**src/rtl/program_loader_pkg.sv**
```systemverilog
`default_nettype none
// +----------------------------------------------------------------------------+
// | Module      : program_loader_pkg                                           |
// | Description : Shared types and constants for the program loader: the      |
// |               loader state enumeration and the byte/word widths.           |
// | Ports       : none (package)                                               |
// | Options     : PROGRAM_LOADER_CHECKSUM_EN (CS_HI/CS_LO/ERROR states are     |
// |               only reachable when this macro is defined)                   |
// | Revision    : 1.0 - initial release                                        |
// +----------------------------------------------------------------------------+
package program_loader_pkg;

    localparam int WORD_W = 16;
    localparam int BYTE_W = 8;

    typedef enum logic [3:0] {
        IDLE   = 4'd0,
        LEN_HI = 4'd1,
        LEN_LO = 4'd2,
        DAT_HI = 4'd3,
        DAT_LO = 4'd4,
        WRITE  = 4'd5,
        CS_HI  = 4'd6,
        CS_LO  = 4'd7,
        SETTLE = 4'd8,
        DONE   = 4'd9,
        ERROR  = 4'd10
    } state_t;

endpackage
`default_nettype wire

```
**src/rtl/program_loader_byte_pair_assembler.sv**
```systemverilog
`default_nettype none
// +----------------------------------------------------------------------------+
// | Module      : program_loader_byte_pair_assembler                           |
// | Description : Valid/ready byte sink that pairs consecutive bytes into      |
// |               big-endian 16-bit words. The word is presented on the same   |
// |               cycle the low byte is accepted, qualified by o_word_valid.   |
// | Ports       : clk, rst_n (sync, active-low), i_enable (loader can take a   |
// |               byte), i_clear (restart pairing at high byte), i_byte,       |
// |               i_valid, o_ready, o_accept (byte taken this cycle),          |
// |               o_word_valid, o_word                                         |
// | Revision    : 1.0 - initial release                                        |
// +----------------------------------------------------------------------------+
module program_loader_byte_pair_assembler
    import program_loader_pkg::*;
(
    input  logic              clk,
    input  logic              rst_n,
    input  logic              i_enable,
    input  logic              i_clear,
    input  logic [BYTE_W-1:0] i_byte,
    input  logic              i_valid,
    output logic              o_ready,
    output logic              o_accept,
    output logic              o_word_valid,
    output logic [WORD_W-1:0] o_word
);

    logic [BYTE_W-1:0] r_hi_byte;
    logic              r_lo_phase;   // 1: next accepted byte completes a word

    assign o_ready      = i_enable;
    assign o_accept     = i_enable && i_valid;
    assign o_word_valid = o_accept && r_lo_phase;
    // Low byte bypasses the register so the loader sees the word immediately.
    assign o_word       = {r_hi_byte, i_byte};

    always_ff @(posedge clk) begin
        if (!rst_n) begin
            r_hi_byte  <= '0;
            r_lo_phase <= 1'b0;
        end else if (i_clear) begin
            r_lo_phase <= 1'b0;
        end else if (o_accept) begin
            r_lo_phase <= ~r_lo_phase;
            if (!r_lo_phase) begin
                r_hi_byte <= i_byte;
            end
        end
    end

endmodule
`default_nettype wire

```
**src/rtl/program_loader.sv**
```systemverilog
`default_nettype none
// +----------------------------------------------------------------------------+
// | Module      : program_loader                                               |
// | Description : Loads a length-prefixed stream of 16-bit program words into  |
// |               CPU memory while holding the CPU in reset, then releases     |
// |               the CPU RELEASE_DELAY cycles after the load completes.       |
// | Ports       : clock, reset (sync, active-low), start, in_byte/in_valid/    |
// |               in_ready (byte stream), Mem_Addr/Write_Data/MemWrite1/       |
// |               MemRead1 (CPU memory port), cpu_reset, busy, done, error,    |
// |               words_loaded                                                 |
// | Options     : PROGRAM_LOADER_CHECKSUM_EN - receive and verify a trailing   |
// |               16-bit checksum (sum of length and data words, mod 2^16)     |
// | Revision    : 1.0 - initial release                                        |
// +----------------------------------------------------------------------------+
module program_loader
    import program_loader_pkg::*;
#(
    parameter logic [WORD_W-1:0] BASE_ADDR     = 16'h0000,
    parameter int                RELEASE_DELAY = 4
) (
    input  logic              clock,
    input  logic              reset,
    input  logic              start,
    input  logic [BYTE_W-1:0] in_byte,
    input  logic              in_valid,
    output logic              in_ready,
    output logic [WORD_W-1:0] Mem_Addr,
    output logic [WORD_W-1:0] Write_Data,
    output logic              MemWrite1,
    output logic              MemRead1,
    output logic              cpu_reset,
    output logic              busy,
    output logic              done,
    output logic              error,
    output logic [WORD_W-1:0] words_loaded
);

    localparam logic [7:0] c_SETTLE_LAST = 8'(RELEASE_DELAY - 1);

`ifdef PROGRAM_LOADER_CHECKSUM_EN
    localparam state_t c_TAIL = CS_HI;
`else
    localparam state_t c_TAIL = SETTLE;
`endif

    state_t            r_state;
    state_t            w_state_next;
    logic              w_rx_en;
    logic              w_clear;
    logic              w_accept;
    logic              w_word_valid;
    logic [WORD_W-1:0] w_word;
    logic [WORD_W-1:0] r_len;
    logic [WORD_W-1:0] r_addr;
    logic [WORD_W-1:0] r_wdata;
    logic [WORD_W-1:0] r_words;
    logic [WORD_W-1:0] w_words_inc;
    logic [7:0]        r_settle_cnt;

    assign w_rx_en     = r_state inside {LEN_HI, LEN_LO, DAT_HI, DAT_LO, CS_HI, CS_LO};
    assign w_words_inc = r_words + 16'd1;

    program_loader_byte_pair_assembler u_assembler (
        .clk          (clock),
        .rst_n        (reset),
        .i_enable     (w_rx_en),
        .i_clear      (w_clear),
        .i_byte       (in_byte),
        .i_valid      (in_valid),
        .o_ready      (in_ready),
        .o_accept     (w_accept),
        .o_word_valid (w_word_valid),
        .o_word       (w_word)
    );

`ifdef PROGRAM_LOADER_CHECKSUM_EN
    logic [WORD_W-1:0] r_sum;

    // Running sum starts at zero on start, so the length is its first term.
    always_ff @(posedge clock) begin
        if (!reset) begin
            r_sum <= '0;
        end else if (w_clear) begin
            r_sum <= '0;
        end else if (w_word_valid && (r_state == LEN_LO || r_state == DAT_LO)) begin
            r_sum <= r_sum + w_word;
        end
    end

    assign error = (r_state == ERROR);
`else
    assign error = 1'b0;
`endif

    // State register
    always_ff @(posedge clock) begin
        if (!reset) begin
            r_state <= IDLE;
        end else begin
            r_state <= w_state_next;
        end
    end

    // Next-state logic
    always_comb begin
        w_state_next = r_state;
        w_clear      = 1'b0;
        case (r_state)
            IDLE, DONE, ERROR: begin
                if (start) begin
                    w_state_next = LEN_HI;
                    w_clear      = 1'b1;
                end
            end
            LEN_HI: if (w_accept)     w_state_next = LEN_LO;
            LEN_LO: if (w_word_valid) w_state_next = (w_word == '0) ? c_TAIL : DAT_HI;
            DAT_HI: if (w_accept)     w_state_next = DAT_LO;
            DAT_LO: if (w_word_valid) w_state_next = WRITE;
            WRITE:  w_state_next = (w_words_inc == r_len) ? c_TAIL : DAT_HI;
`ifdef PROGRAM_LOADER_CHECKSUM_EN
            CS_HI:  if (w_accept)     w_state_next = CS_LO;
            CS_LO:  if (w_word_valid) w_state_next = (w_word == r_sum) ? SETTLE : ERROR;
`endif
            SETTLE: if (r_settle_cnt == c_SETTLE_LAST) w_state_next = DONE;
            default: w_state_next = IDLE;
        endcase
    end

    // Datapath: length, write address/data, word count, release timer
    always_ff @(posedge clock) begin
        if (!reset) begin
            r_len        <= '0;
            r_addr       <= BASE_ADDR;
            r_wdata      <= '0;
            r_words      <= '0;
            r_settle_cnt <= '0;
        end else begin
            if (w_clear) begin
                r_addr  <= BASE_ADDR;
                r_words <= '0;
            end
            if (r_state == LEN_LO && w_word_valid) begin
                r_len <= w_word;
            end
            if (r_state == DAT_LO && w_word_valid) begin
                r_wdata <= w_word;
            end
            if (r_state == WRITE) begin
                r_addr  <= r_addr + 16'd1;   // wraps FFFF -> 0000
                r_words <= w_words_inc;
            end
            // Counts cycles spent in SETTLE; idle at zero everywhere else.
            if (r_state == SETTLE) begin
                r_settle_cnt <= r_settle_cnt + 8'd1;
            end else begin
                r_settle_cnt <= '0;
            end
        end
    end

    assign Mem_Addr     = r_addr;
    assign Write_Data   = r_wdata;
    assign MemWrite1    = (r_state == WRITE);
    assign MemRead1     = 1'b0;
    assign cpu_reset    = (r_state != DONE);
    assign busy         = !(r_state inside {IDLE, DONE, ERROR});
    assign done         = (r_state == DONE);
    assign words_loaded = r_words;

endmodule
`default_nettype wire
```
**config.mk**
```make
export PLATFORM = sky130hd
export DESIGN_NAME = program_loader
export DESIGN_NICKNAME = d
export VERILOG_FILES = /design/src/rtl/program_loader_pkg.sv /design/src/rtl/program_loader_byte_pair_assembler.sv /design/src/rtl/program_loader.sv
export SDC_FILE = /design/constraint.sdc
export NUM_CORES = 1
export LEC_CHECK = 0
export ABC_AREA = 0
export CAP_MARGIN = 20
export CORE_MARGIN = 3
export CORE_UTILIZATION = 45
export DETAILED_ROUTE_END_ITERATION = 12
export GPL_ROUTABILITY_DRIVEN = 1
export GPL_TIMING_DRIVEN = 0
export PLACE_DENSITY = 0.81
export SLEW_MARGIN = 10
export SYNTH_ARGS = -nofsm -noshare
export SYNTH_HDL_FRONTEND = slang
export SYNTH_SLANG_ARGS = --single-unit
```
**constraint.sdc**
```tcl
create_clock -name clock -period 2.4 [get_ports clock]
set_input_delay 0.48 -clock clock [delete_from_list [all_inputs] [get_ports clock]]
set_output_delay 0.48 -clock clock [all_outputs]
set_load 0.02 [all_outputs]
```
==> results.sh, run 1 <==
export IMPL_critPathMostFrequentCell="or4_4"
export IMPL_setup_ws_ns=-0.0550
export IMPL_coreArea_sq_um=9460
export IMPL_globalplace_congestion=0.907
export IMPL_synth_top_cell_by_area="dfxtp_1"
export IMPL_synth_ff_type="dfxtp_1"
export IMPL_ys_seq_elements=85
export IMPL_ant_nets=0
export IMPL_cp_num_buf_inv=1
export IMPL_antenna_cells=0
export IMPL_ys_seq_area_frac=0.381
export IMPL_fin_setup_tns_ns=-0.0718
export IMPL_netlist_instances=536
export IMPL_timing_fmax_mhz=407
export IMPL_clk_latency_ns=0.36
export IMPL_wl_um=12700
export IMPL_grt_overflow_total=0
export IMPL_io_buffers=62
export IMPL_ios=67
export IMPL_setup_viol=2
export IMPL_routedWlPerCell_um=16.7
export IMPL_hold_viol_final=0
export IMPL_hp_class="register to register"
export IMPL_antenna_found_initial=0
export IMPL_drive_above_1_share=0.153
export IMPL_worstMarginPinSlew_ns=0.833
export IMPL_slew_headroom=0.430
export IMPL_cts_tree="built"
export IMPL_first_global_vias=4016
export IMPL_cts_sinks=85
export IMPL_path_depth=8
export IMPL_crit_chain="ha_4 > buf_6 > nand3_4 > o22ai_2 > nand2_1 > or4_4 > or4_4 > a41o_1"
export IMPL_hpwl_um=8570
export IMPL_drv_slew=0
export IMPL_h_tree_depth=3
export IMPL_vias=4429
export IMPL_r2r_setup_slack_ns=-0.05
export IMPL_clk_pin_slew_worst_paths_ns=0.10
export IMPL_p_leak_nw=2.22
export IMPL_nNetsFinal=639
export IMPL_crit_path_max_fanout=5
export IMPL_die_x_um=106
export IMPL_crit_family="simple AND/OR/NAND/NOR gates"
export IMPL_dp_cells=728
export IMPL_grt_use_total=0.215
export IMPL_cts_root_buf="clkbuf_8"
export IMPL_failed_checks="setup timing"
export IMPL_finClkSkew_ns=0.0164
export IMPL_run_status="finished, violations left"
export IMPL_drc=0
export IMPL_regToRegEndpoint="r_state[0]"
export IMPL_syn_area_per_cell_sq_um=8.34
export IMPL_grt_setup_unrepaired="true"
export IMPL_path_class="register to register"
export IMPL_die_area_sq_um=11200
export IMPL_synth_area_top_cells="dfxtp_1 (38%), mux2i_1 (5.6%), nand2_1 (5.1%), nor2b_1 (4.1%), o21ai_0 (3.8%)"
export IMPL_synth_top_area_share=0.381
export IMPL_worstPathRequired_ns=2.66
export IMPL_grt_pass1_wl_um=19600
export IMPL_yosysWarnings=0
export IMPL_async_reset_ff_frac=0
export IMPL_viasPerCell=5.84
export IMPL_p_per_area_nw_per_um2=551
export IMPL_first_pass_iters=6
export IMPL_end_kind="register"
export IMPL_drt_initial_drc_count=400
export IMPL_slowest_stage="or4_4"
export IMPL_ctsHoldBuffers=0
export IMPL_rows=35
export IMPL_ir_drop_uv=355
export IMPL_cpPeakStageDelay_ns=0.56
export IMPL_period_needed_ns=2.45
export IMPL_numCtsBuffers=9
export IMPL_areaGrowthSynthToFinish_pct=29.6
export IMPL_whs_ns=0.466
export IMPL_crit_start="words_loaded[1]"
export IMPL_start_util=0.472
export IMPL_rr_startpoint="words_loaded[1]"
export IMPL_nFillCells=820
export IMPL_clk_path_buf_depth=2
export IMPL_arrival_ns=2.71
export IMPL_grt_max_degree=18
export IMPL_die_h_um=106
export IMPL_reg2reg_depth=8
export IMPL_synth_edff_count=0
export IMPL_synth_distinct_cells=65
export IMPL_cap_violations=0
export IMPL_syn_area_sq_um=4470
export IMPL_fin_util=0.612
export IMPL_fin_crit_sh=1.02
export IMPL_layoutNonFillerInstCount=758
export IMPL_endpoint="r_state[0]"
export IMPL_start_kind="register"
==> layout by cell type (no fill, tap or decap), types with 5 or more instances in the layout <==
cell type | synthesis | layout
dfxtp_1 | 85 | 71
xnor2_1 | 19 | 19
nor4_1 | 9 | 8
nand3_1 | 30 | 29
a31oi_1 | 7 | 7
or3_1 | 6 | 5
o21ai_0 | 34 | 33
mux2i_1 | 25 | 25
clkbuf_8 | 0 | 11
a21boi_1 | 7 | 7
clkbuf_1 | 26 | 15
nand2_1 | 61 | 60
a21boi_0 | 20 | 20
nor3_1 | 7 | 6
inv_1 | 7 | 7
and3_1 | 10 | 10
nor2b_1 | 29 | 29
buf_4 | 3 | 19
xor2_1 | 13 | 13
a21oi_1 | 14 | 14
dfxtp_2 | 0 | 10
clkbuf_2 | 0 | 5
nand4_1 | 5 | 5
nor2_1 | 38 | 37
clkdlybuf4s50_1 | 0 | 59
and2_1 | 10 | 9
==> registers in the layout, indices dropped and copies added, names as in the netlist <==
register,cells
Mem_Addr,16
Write_Data,16
r_len,16
r_settle_cnt,8
r_state,4
u_assembler.r_hi_byte,8
u_assembler.r_lo_phase,1
words_loaded,16
==> how the worst min path moves through the flow <==
stage,from,to,depth (start not counted)
2_1_floorplan,r_settle_cnt[0],r_settle_cnt[0],1
3_3_place_gp,Write_Data[11],Write_Data[11],2
3_5_place_dp,Write_Data[7],Write_Data[7],2
4_1_cts,Write_Data[7],Write_Data[7],2
5_1_grt,Write_Data[7],Write_Data[7],2
6_report,Write_Data[9],Write_Data[9],2
==> cell usage after synthesis, types with 13 or more instances <==
library cell	number
nand3_1	30
mux2i_1	25
clkbuf_1	26
xor2_1	13
a21oi_1	14
xnor2_1	19
o21ai_0	34
nor2_1	38
nand2_1	61
dfxtp_1	85
a21boi_0	20
nor2b_1	29
==> routing by layer <==
layer / vias up / global-route usage / part of all wire
li1: 2072 / - / -
met1: 2087 / 0.279 / 0.43
met2: 228 / 0.359 / 0.47
met3: 42 / 0.0392 / 0.080
met4: 0 / 0.0703 / 0.029
met5: - / 0 / 0
==> metrics by stage <==
step           setup WS, ns  cell area [sq um]  power (W)
2_1_floorplan        0.0150               4500    0.00200
3_3_place_gp         -0.585               5280    0.00218
3_5_place_dp         -0.588               5280    0.00219
4_1_cts            -0.00332               5650    0.00317
5_1_grt              -0.105               5790    0.00334
6_report            -0.0550               5790    0.00319
==> power breakdown <==
| part | total (W) | switching (W) | leakage (nW) | internal [W] |
|---|---|---|---|---|
| Combinational | 0.000666 | 0.000382 | 1.44 | 0.000284 |
| Clock | 0.000990 | 0.000590 | 0.0872 | 0.000399 |
| Sequential | 0.00154 | 0.0000763 | 0.694 | 0.00146 |
| Total | 0.00319 | 0.00105 | 2.22 | 0.00215 |
==> final cells by class <==
type	count	area (sq um)	share of cell area
well taps	129	161	0.0279
flip-flops and latches	85	1730	0.299
clock buffers	9	124	0.0214
plain buffers	33	206	0.0356
repair buffers	79	761	0.131
clock inverters	7	67.6	0.0117
multi-input cells	408	2710	0.468
inverters	8	30.0	0.00518
==> kinds of logic after synthesis <==
kind of cell             synth area share
buffers and inverters              0.0426
AND/OR/NAND/NOR                     0.276
flip-flops                          0.381
AO/OA/AOI/OAI                       0.172
multiplexers                       0.0560
other                            0.000839
adder cells (fa/ha/maj)           0.00840
XOR/XNOR                           0.0627
==> tightest hold or removal path, cell delays in order (launching register included) <==
cell,delay (ns)
dfxtp_1,0.32
nand2_1,0.05
a21boi_1,0.05
==> what timing repair did <==
action / CTS / global route
gates resized for setup: 41 / 24
buffers inserted: 6 / 10
pin swaps: 6 / 13
gates cloned: 1 / 1
endpoints found under the setup margin: 20 / 13
No activity file was read; power rests on OpenSTA's default activity.
==> run 2, diff against run 1 <==
Settings changed: CORE_MARGIN 3 to 2.
==> run 2 against run 1 <==
The run still ends with setup timing left. Count of clock-buffer cells in the layout increased by 3. Wire length decreased by 3.4%. Critical path type unchanged. Largest cell class unchanged. Global-route usage increased by 1.2 points.
==> results.sh, run 2 (synthesis results as in run 1) <==
export IMPL_run_status="finished, violations left"
export IMPL_failed_checks="setup timing"
export IMPL_clk_path_buf_depth=2
export IMPL_fin_util=0.597
export IMPL_die_h_um=104
export IMPL_globalplace_congestion=0.958
export IMPL_die_x_um=104
export IMPL_drv_slew=0
export IMPL_ctsHoldBuffers=0
export IMPL_slowest_stage="a2111o_2"
export IMPL_vias=4381
export IMPL_min_to="Write_Data[7]"
export IMPL_timing_hold_worst_start="Write_Data[7]"
export IMPL_finClkSkew_ns=0.00720
export IMPL_rows=36
export IMPL_regToRegEndpoint="words_loaded[5]"
export IMPL_grt_max_degree=15
export IMPL_hp_class="register to register"
export IMPL_grt_pass1_wl_um=19900
export IMPL_crit_chain="o21ba_2 > a2111o_2 > and2_1 > clkbuf_2 > o21ai_0 > o21ai_0 > and2_1"
export IMPL_hpwl_um=8570
export IMPL_nNetsFinal=638
export IMPL_grt_use_total=0.227
export IMPL_routedWlPerCell_um=16.1
export IMPL_cts_sinks=85
export IMPL_drive_above_1_share=0.140
export IMPL_grt_overflow_total=0
export IMPL_setup_ws_ns=-0.0966
export IMPL_grt_setup_unrepaired="true"
export IMPL_worstMarginPinSlew_ns=0.779
export IMPL_drc=0
export IMPL_start_util=0.461
export IMPL_hold_viol_final=0
export IMPL_nFillCells=855
export IMPL_die_area_sq_um=10700
export IMPL_timing_fmax_mhz=401
export IMPL_clk_latency_ns=0.37
export IMPL_antenna_found_initial=0
export IMPL_fin_crit_sh=1.04
export IMPL_whs_ns=0.466
export IMPL_mostFrequentLayoutCell="dfxtp_1"
export IMPL_arrival_ns=2.77
export IMPL_worstPathRequired_ns=2.67
export IMPL_reg2reg_depth=7
export IMPL_cts_root_buf="clkbuf_8"
export IMPL_whs_path_depth=2
export IMPL_r2r_setup_slack_ns=-0.1
export IMPL_first_pass_iters=6
export IMPL_ios=67
export IMPL_areaGrowthSynthToFinish_pct=29.3
export IMPL_first_global_vias=4187
export IMPL_io_buffers=62
export IMPL_end_kind="register"
export IMPL_p_leak_nw=2.22
export IMPL_cap_violations=0
export IMPL_cts_tree="built"
export IMPL_clk_pin_slew_worst_paths_ns=0.09
export IMPL_period_needed_ns=2.50
export IMPL_most_common_layout_cells="dfxtp_1 (73), nand2_1 (60), clkdlybuf4s50_1 (58)"
export IMPL_h_tree_depth=3
export IMPL_p_per_area_nw_per_um2=547
export IMPL_slew_headroom=0.467
export IMPL_rr_startpoint="r_state[3]"
export IMPL_start_kind="register"
export IMPL_path_class="register to register"
export IMPL_coreArea_sq_um=9680
export IMPL_total_power_w=0.00316
export IMPL_viasPerCell=5.76
export IMPL_ir_drop_uv=260
export IMPL_placed_area_sq_um=5290
export IMPL_fin_area_sq_um=5780
export IMPL_ant_nets=0
export IMPL_setup_viol=3
export IMPL_antenna_cells=0
export IMPL_crit_path_max_fanout=10
export IMPL_cpPeakStageDelay_ns=0.57
export IMPL_wl_um=12300
export IMPL_drt_initial_drc_count=249
export IMPL_numCtsBuffers=9
-- run 2: area by class of cell --
type | count | area (sq um) | share of cell area
Buffer | 34 | 218 | 0.0377
Clock inverter | 4 | 30.0 | 0.00520
Inverter | 8 | 32.5 | 0.00563
Clock buffer | 12 | 155 | 0.0269
Multi-Input combinational cell | 408 | 2700 | 0.467
Sequential cell | 85 | 1730 | 0.299
Tap cell | 133 | 166 | 0.0288
Timing Repair Buffer | 77 | 749 | 0.130
-- run 2: per-layer routing --
metal	global-route usage	wire, um	up-vias
met3	0.0535	859	29
met5	0	0	-
met1	0.284	5150	2094
li1	-	-	2073
met4	0.0849	319	0
met2	0.379	5930	185
-- run 2: critical path, delay by kind of cell, from the launching register on --
kind	cells	cell delay [ns]
compound gates	4	1.22
buf+inv	1	0.25
flops	1	0.43
simple gates	2	0.49
-- run 2: how the worst max path moves through the flow --
stage	cells past startpoint	endpoint	slack (ns)	startpoint
5_1_grt	9	r_state[3]	-0.11	words_loaded[1]
6_report	7	words_loaded[5]	-0.1	r_state[3]
2_1_floorplan	7	r_state[0]	0.02	words_loaded[8]
3_5_place_dp	7	MemWrite1	-0.57	r_state[0]
3_3_place_gp	7	MemWrite1	-0.54	r_state[0]
4_1_cts	6	MemWrite1	0.01	r_state[0]
-- run 2: per-stage QoR --
stage,instances,TNS [ns],setup slack [ns]
floorplan,537,0,0.0150
finish,761,-0.159,-0.0966
detailed placement,732,-3.16,-0.568
global placement,732,-2.81,-0.540
global route,761,-0.377,-0.111
CTS,759,0,0.0137
-- run 2: repair_timing --
action,in CTS,in global routing
setup buffers,13,2
pin swaps,8,1
setup endpoints to repair,20,15
gates resized for setup,41,22
gates cloned,1,0
-- run 2: power by group --
group          switching, W  internal (W)
logic              0.000381      0.000274
clock network      0.000532      0.000437
registers         0.0000751       0.00146
==> run 3, diff against run 2 <==
Clock period 2.4 ns to 2.2 ns, I/O delays scaled along.
==> run 3 against run 2 <==
The run still ends with setup timing left. Via count rose by 0.66%. Final area grew 0.32%. Die area stayed put. First-iteration DRC count is 33% higher. Sequential share of layout area increased by 0.054 points. Utilization up 0.19 points. Worst hold slack got worse by 0.023 ns. Setup slack got worse by 0.11 ns. Critical path type unchanged. Critical endpoint is now r_state[0]. Largest power group unchanged.
==> results.sh, run 3 (synthesis results as in run 1) <==
export IMPL_run_status="finished, violations left"
export IMPL_failed_checks="setup timing"
export IMPL_hold_viol_final=0
export IMPL_start_util=0.461
export IMPL_rows=36
export IMPL_cts_root_buf="clkbuf_8"
export IMPL_fin_setup_tns_ns=-0.530
export IMPL_ant_nets=0
export IMPL_io_buffers=62
export IMPL_first_global_vias=4092
export IMPL_clk_path_buf_depth=2
export IMPL_regToRegEndpoint="r_state[0]"
export IMPL_cts_sinks=85
export IMPL_timing_hold_worst_start="reset"
export IMPL_grt_max_degree=17
export IMPL_period_needed_ns=2.41
export IMPL_clk_pin_slew_worst_paths_ns=0.09
export IMPL_antenna_found_initial=0
export IMPL_most_common_layout_cells="dfxtp_1 (70), nand2_1 (61), clkdlybuf4s50_1 (57)"
export IMPL_p_per_area_nw_per_um2=632
export IMPL_die_x_um=104
export IMPL_fin_util=0.599
export IMPL_numCtsBuffers=9
export IMPL_finClkSkew_ns=0.00662
export IMPL_drive_above_1_share=0.151
export IMPL_timing_fmax_mhz=415
export IMPL_h_tree_depth=3
export IMPL_clk_latency_ns=0.38
export IMPL_mostFrequentLayoutCell="dfxtp_1"
export IMPL_nNetsFinal=640
export IMPL_globalplace_congestion=0.908
export IMPL_ctsHoldBuffers=0
export IMPL_drc=0
export IMPL_antenna_cells=0
export IMPL_drt_initial_drc_count=330
export IMPL_setup_ws_ns=-0.211
export IMPL_fin_area_sq_um=5800
export IMPL_wl_um=12600
export IMPL_fin_crit_sh=1.10
export IMPL_grt_setup_unrepaired="true"
export IMPL_arrival_ns=2.69
export IMPL_ios=67
export IMPL_ir_drop_uv=301
export IMPL_start_kind="register"
export IMPL_whs_ns=0.443
export IMPL_end_kind="register"
export IMPL_first_pass_iters=5
export IMPL_areaGrowthSynthToFinish_pct=29.7
export IMPL_grt_overflow_total=0
export IMPL_crit_path_max_fanout=8
export IMPL_path_class="register to register"
export IMPL_hpwl_um=8510
export IMPL_viasPerCell=5.79
export IMPL_worstPathRequired_ns=2.47
export IMPL_drv_slew=0
export IMPL_total_power_w=0.00367
export IMPL_setup_viol=3
export IMPL_vias=4410
export IMPL_die_h_um=104
export IMPL_grt_use_total=0.230
export IMPL_cts_tree="built"
export IMPL_routedWlPerCell_um=16.5
export IMPL_placed_area_sq_um=5340
export IMPL_p_leak_nw=2.24
export IMPL_whs_path_depth=2
export IMPL_cap_violations=0
export IMPL_reg2reg_depth=7
export IMPL_slew_headroom=0.460
export IMPL_die_area_sq_um=10700
export IMPL_min_to="Write_Data[14]"
export IMPL_grt_pass1_wl_um=20100
export IMPL_r2r_setup_slack_ns=-0.21
export IMPL_coreArea_sq_um=9680
export IMPL_worstMarginPinSlew_ns=0.790
export IMPL_hp_class="input port to register"
export IMPL_rr_startpoint="words_loaded[1]"
==> run 3: changes by cell type in the layout (fill, tap and decap cells not counted), moves of 3 or more <==
cell and delta:
buf_4 +8, buf_6 -3, clkbuf_4 +3, clkinv_4 +3
dfxtp_1 -3
==> run 3: worst max path at each step <==
stage                     slack, ns            start          to
final                         -0.21  words_loaded[1]  r_state[0]
after global routing          -0.31  words_loaded[8]  r_state[0]
after CTS                     -0.19  words_loaded[3]  r_state[0]
after detailed placement      -0.83       r_state[0]   MemWrite1
after global placement        -0.76       r_state[0]   MemWrite1
after floorplan               -0.14  words_loaded[0]  r_state[0]
==> run 3: cell type report <==
class	instances	area (sq um)
clock buffers	10	128
well taps	133	166
fillers	832	3890
clock inverters	5	86.3
flip-flops and latches	85	1740
repair buffers	83	774
multi-input cells	407	2680
plain buffers	31	195
inverters	8	30.0
==> run 3: power by group <==
part	total, W	internal [W]	switching (W)
registers	0.00168	0.00159	0.0000862
logic	0.000740	0.000314	0.000426
clock network	0.00125	0.000640	0.000607
total	0.00367	0.00255	0.00112
==> run 3: worst max-delay path, stage by stage (launching register included) <==
cell	delay (ns)
dfxtp_4	0.38
ha_4	0.19
nand3_4	0.16
o22ai_2	0.17
nand2_1	0.06
or4_1	0.54
or4_4	0.58
a41o_1	0.22
==> run 3: metrics by stage <==
stage / worst slack [ns] / std cells
after detailed placement: -0.832 / 732
final: -0.211 / 762
after CTS: -0.191 / 756
after global routing: -0.315 / 762
after floorplan: -0.144 / 537
after global placement: -0.765 / 732
==> run 3: what timing repair did <==
item                       in CTS  in global routing
hold endpoints to repair        0                  0
gates resized for setup        38                  9
pin swaps                       9                  8
buffers inserted               14                  7
setup endpoints to repair      41                  7
gates cloned                    0                  0
==> run 3: layer usage <==
| layer | GRT usage | share of wire | vias to the layer above |
|---|---|---|---|
| li1 | - | - | 2073 |
| met1 | 0.288 | 0.42 | 2116 |
| met2 | 0.380 | 0.49 | 183 |
| met3 | 0.0541 | 0.064 | 38 |
| met4 | 0.0994 | 0.026 | 0 |
| met5 | 0 | 0 | - |
